**src/rtl/pc_sequencer.sv**
```systemverilog
// Program-counter sequencer: turns redirect, stall and halt requests into PC commands
// and keeps a small return-address stack for call/return redirects.
module pc_sequencer #(
    parameter int STACK_DEPTH = 4
) (
    input  logic        clk,
    input  logic        RST,
    input  logic [31:0] pc_in,
    input  logic        imem_ready,
    input  logic        stall,
    input  logic        redir_valid,
    input  logic [1:0]  redir_type,
    input  logic [31:0] redir_target,
    input  logic        halt,
    input  logic        resume,
    output logic [1:0]  ctrl,
    output logic [31:0] jump,
    output logic        redir_ready,
    output logic        flush,
    output logic        stk_ovf,
    output logic        stk_unf
);

    localparam int AW  = (STACK_DEPTH > 1) ? $clog2(STACK_DEPTH) : 1;
    localparam int SPW = AW + 1;

    localparam logic [1:0] CMD_INC  = 2'b00;
    localparam logic [1:0] CMD_LOAD = 2'b01;
    localparam logic [1:0] CMD_HOLD = 2'b10;

    localparam logic [1:0] RT_JUMP = 2'b00;
    localparam logic [1:0] RT_CALL = 2'b01;
    localparam logic [1:0] RT_RET  = 2'b10;

    typedef enum logic [1:0] {
        S_IDLE   = 2'b00,
        S_RUN    = 2'b01,
        S_FLUSH  = 2'b10,
        S_HALTED = 2'b11
    } state_t;

    state_t           state_q, state_d;
    logic [SPW-1:0]   sp_q, sp_d;
    logic             ovf_q, ovf_d;
    logic             unf_q, unf_d;
    logic             push;
    logic [31:0]      stk_q [STACK_DEPTH];
    logic [AW-1:0]    top_idx;
    logic             stk_full, stk_empty;
    logic [1:0]       fetch_cmd;

    assign top_idx   = AW'(sp_q - SPW'(1));
    assign stk_full  = (sp_q == SPW'(STACK_DEPTH));
    assign stk_empty = (sp_q == '0);
    assign fetch_cmd = (!stall && imem_ready) ? CMD_INC : CMD_HOLD;

    always_comb begin
        state_d     = state_q;
        sp_d        = sp_q;
        ovf_d       = ovf_q;
        unf_d       = unf_q;
        push        = 1'b0;
        ctrl        = CMD_HOLD;
        jump        = 32'd0;
        redir_ready = 1'b0;
        flush       = 1'b0;

        case (state_q)
            S_IDLE: state_d = S_RUN;

            S_RUN: begin
                if (halt) begin
                    state_d = S_HALTED;
                end else if (redir_valid) begin
                    redir_ready = 1'b1;
                    case (redir_type)
                        RT_JUMP, RT_CALL: begin
                            ctrl    = CMD_LOAD;
                            jump    = redir_target;
                            state_d = S_FLUSH;
                            if (redir_type == RT_CALL) begin
                                if (stk_full) begin
                                    ovf_d = 1'b1;
                                end else begin
                                    push = 1'b1;
                                    sp_d = sp_q + SPW'(1);
                                end
                            end
                        end
                        RT_RET: begin
                            if (stk_empty) begin
                                unf_d = 1'b1;
                            end else begin
                                ctrl    = CMD_LOAD;
                                jump    = stk_q[top_idx];
                                sp_d    = sp_q - SPW'(1);
                                state_d = S_FLUSH;
                            end
                        end
                        default: ctrl = fetch_cmd;
                    endcase
                end else begin
                    ctrl = fetch_cmd;
                end
            end

            S_FLUSH: begin
                flush   = 1'b1;
                state_d = halt ? S_HALTED : S_RUN;
            end

            default: begin
                if (resume && !halt) state_d = S_RUN;
            end
        endcase

        // Reset forces the quiet command set regardless of state.
        if (!RST) begin
            ctrl        = CMD_HOLD;
            jump        = 32'd0;
            redir_ready = 1'b0;
            flush       = 1'b0;
            push        = 1'b0;
        end
    end

    always_ff @(posedge clk) begin
        if (!RST) begin
            state_q <= S_IDLE;
            sp_q    <= '0;
            ovf_q   <= 1'b0;
            unf_q   <= 1'b0;
        end else begin
            state_q <= state_d;
            sp_q    <= sp_d;
            ovf_q   <= ovf_d;
            unf_q   <= unf_d;
        end
    end

    always_ff @(posedge clk) begin
        if (push) stk_q[sp_q[AW-1:0]] <= pc_in + 32'd1;
    end

    assign stk_ovf = ovf_q;
    assign stk_unf = unf_q;

endmodule

```
**config.mk**
```make
export PLATFORM = sky130hd
export DESIGN_NAME = pc_sequencer
export DESIGN_NICKNAME = d
export VERILOG_FILES = /design/src/rtl/pc_sequencer.sv
export SDC_FILE = /design/constraint.sdc
export NUM_CORES = 1
export LEC_CHECK = 0
export ABC_CLOCK_PERIOD_IN_PS = 5980
export BUFFER_PORTS_ARGS = -buffer_cell sky130_fd_sc_hd__buf_2
export CAP_MARGIN = 20
export CORE_MARGIN = 8
export CORE_UTILIZATION = 40
export CTS_CLUSTER_DIAMETER = 80
export CTS_CLUSTER_SIZE = 14
export DETAILED_ROUTE_END_ITERATION = 6
export PLACE_DENSITY = 0.64
export SYNTH_ARGS = -nofsm -noshare
export SYNTH_HDL_FRONTEND = slang
export SYNTH_SLANG_ARGS = --single-unit
```
**constraint.sdc**
```tcl
create_clock -name clk -period 5.98 [get_ports clk]
set_clock_uncertainty 0.2 [all_clocks]
set_input_delay 1.794 -clock clk [delete_from_list [all_inputs] [get_ports clk]]
set_output_delay 1.794 -clock clk [all_outputs]
set_load 0.01 [all_outputs]
```
==> reports/metrics.yaml <==
seqPwrFrac_pct: 43.3
regArea_sq_um: 3990
critPathSlowestCell: "buf_4"
synth_seq_area_share_pct: 63.2
hold_start: "stk_ovf"
routed.top_layer: "met4"
place.gp.congestion: 0.771
drt_pass1_iterations: 4
power_frac_comb_pct: 8.2
netlist_area_sq_um: 6300
cts_root_buf: "clkbuf_16"
ir_drop_mv: 0.238
antenna_found_initial: 0
fillCellCount: 1365
clockBufferDepth: 2
swShare_pct: 20.9
cts_buffers: 17
finalSetupViolCount: 0
max_slew_margin_pct: 31.2
met1_length_mm: 5.82
grt_pass1_wl_mm: 21.8
grt-ovfl-total: 0
worst_slew_pin_slew_ns: 1.01
clkSinkCount: 135
slowest_delay_ns: 0.26
power.switching_uw: 506
final_core_util_pct: 49.7
max_freq_mhz: 204
wl_per_cell_microns: 17.7
multi_input_area_sq_um: 2200
die_w_microns: 141
start_kind: "primary input"
synth_seq_cells: 135
start_util_pct: 40.2
worstPathMaxFanout: 19
dp_hpwl_mm: 9.17
r2r_start: "state_q[1]"
rsz0062_at_grt: "false"
core_sq_um: 15700
area_growth_pct: 23.5
routed_wl_mm: 13.8
tns_ns: 0
place_area_sq_um: 7100
hold_violations: 0
instances_no_fill: 780
cp-end-kind: "primary output"
min_path_type: "register to register"
synth_top_area_share_pct: 61.0
grt_pass1_vias: 4149
ctsResizeCount: 0
fin_nets: 633
synth_area_per_cell_sq_um: 14.5
powerDensity_nw_per_um2: 311
synth.distinct_cells: 45
cap_viol_max_count: 0
path_clk_slew_ns: 0.06
drive_gt1_share_pct: 34.2
finalPower_uw: 2420
status: "finished, final reports clean"
synthTopCellsByArea: "edfxtp_1 61%, mux4_2 11%, nor2b_1 3.7%, xnor2_1 2.9%, nor2_1 2.8%"
syn-num-nets: 516
finalWorstPathRequiredPeriod_ns: 4.89
p_clk_share_pct: 48.5
drv_slew: 0
antenna_left: 0
vias: 3883
post_drt_via_cell_ratio: 4.98
path_cells: "buf_2, nand2b_1, nor2_2, buf_4, a21oi_1, nor2_1, buf_2"
post-route-cell-area_sq_um: 7780
drc: 0
p_int_uw: 1920
crit_top_cell: "buf_2"
synth_largest_area_cell: "edfxtp_1"
pin_count: 111
netlist_instances: 434
rows: 46
met3_length_microns: 746
required_ns: 3.99
cts_tree: "yes"
n_antenna_cell: 0
drt-initial-drc-count: 191
p_leak_uw: 0.00277
wl_met2_mm: 7.03
port_buffers: 110
dp.cells: 748
yosysMostFrequentCell: "edfxtp_1"
yosys-top-cells-count: "128 x edfxtp_1, 47 x nor2_1, 37 x nor2b_1, 34 x a21oi_1, 32 x mux4_2"
cts_hold_buf: 0
cp.arrival_ns: 2.90
yosysWarnings: 0
post-route-period-util_pct: 81.9
post_cts_buffers: 0
dieArea_sq_um: 20000
die-height_microns: 141
ys.flop_type: "edfxtp_1"
worstSetupStartpoint: "redir_type[0]"
grt_usage_pct: 14.4
grt_start_max_net_pins: 38
synth_edf_count: 128
criticalPathCategory: "primary input to primary output"
htreeDepth: 4
worstSkewPairLatency_ns: 0.41
async_flop_share_pct: 0
## critical path: cells and delay by family
kind | cells | cell delay, ns
AO/OA/AOI/OAI | 1 | 0.10
buffers and inverters | 3 | 0.52
AND/OR/NAND/NOR | 3 | 0.46
## cell families after synthesis
group                    Yosys count  synth area share [%]
AO/OA/AOI/OAI                     48                  4.41
multiplexers                      33                  11.6
flip-flops                       135                  63.2
XOR/XNOR                          33                  4.59
AND/OR/NAND/NOR                  145                  12.4
buffers and inverters             31                  1.95
adder cells (fa/ha/maj)            9                  1.79
## registers in the layout (all words and copies together), names as in the netlist
signal	count
state_q	2
stk_q	128
stk_unf	1
sp_q	3
stk_ovf	1
## power groups by stage
stage | Clock [uW] | Sequential (uW) | Combinational (uW)
after floorplan | 0 | 1070 | 127
after global placement | 0 | 1070 | 191
after detailed placement | 0 | 1070 | 201
after CTS | 1190 | 1050 | 201
after global routing | 1230 | 1050 | 223
final | 1170 | 1050 | 198
## final cells by class
| class | instances | share of cell area (%) |
|---|---|---|
| inverter | 12 | 0.579 |
| timing repair buffer | 117 | 7.75 |
| multi-input combinational | 268 | 28.3 |
| sequential | 135 | 51.2 |
| clock buffer | 17 | 5.47 |
| tap | 216 | 3.47 |
| clock inverter | 15 | 3.20 |
## routing by layer
metal | GRT usage, % | vias to the layer above
li1 | - | 1861
met1 | 17.0 | 1894
met2 | 24.8 | 113
met3 | 3.80 | 15
met4 | 5.60 | 0
met5 | 0 | -
## per-stage QoR
stage	hold slack (ns)	worst slack (ns)
final	0.260	1.09
after global routing	0.294	0.962
after CTS	0.268	1.09
after detailed placement	0.254	1.10
after global placement	0.254	1.13
after floorplan	0.294	1.13
## cell usage in the layout, fill, tap and decap left out, types with 12 or more instances in the layout
cell type,n
edfxtp_1,128
nor2b_1,37
nand2_1,18
nor2_1,46
xor2_1,12
mux4_2,32
buf_2,110
xnor2_1,21
inv_1,12
a21oi_1,34
clkbuf_16,17
## path summary, 6_finish.rpt
check / end / slack (ns) / depth (start not counted)
hold reg to reg: stk_ovf / 0.26 / 1
hold / removal: stk_ovf / 0.26 / 1
setup / recovery: jump[19] / 1.09 / 7
setup reg to reg: stk_q[0][21] / 3.01 / 7
(Power assumes the default switching activity.)
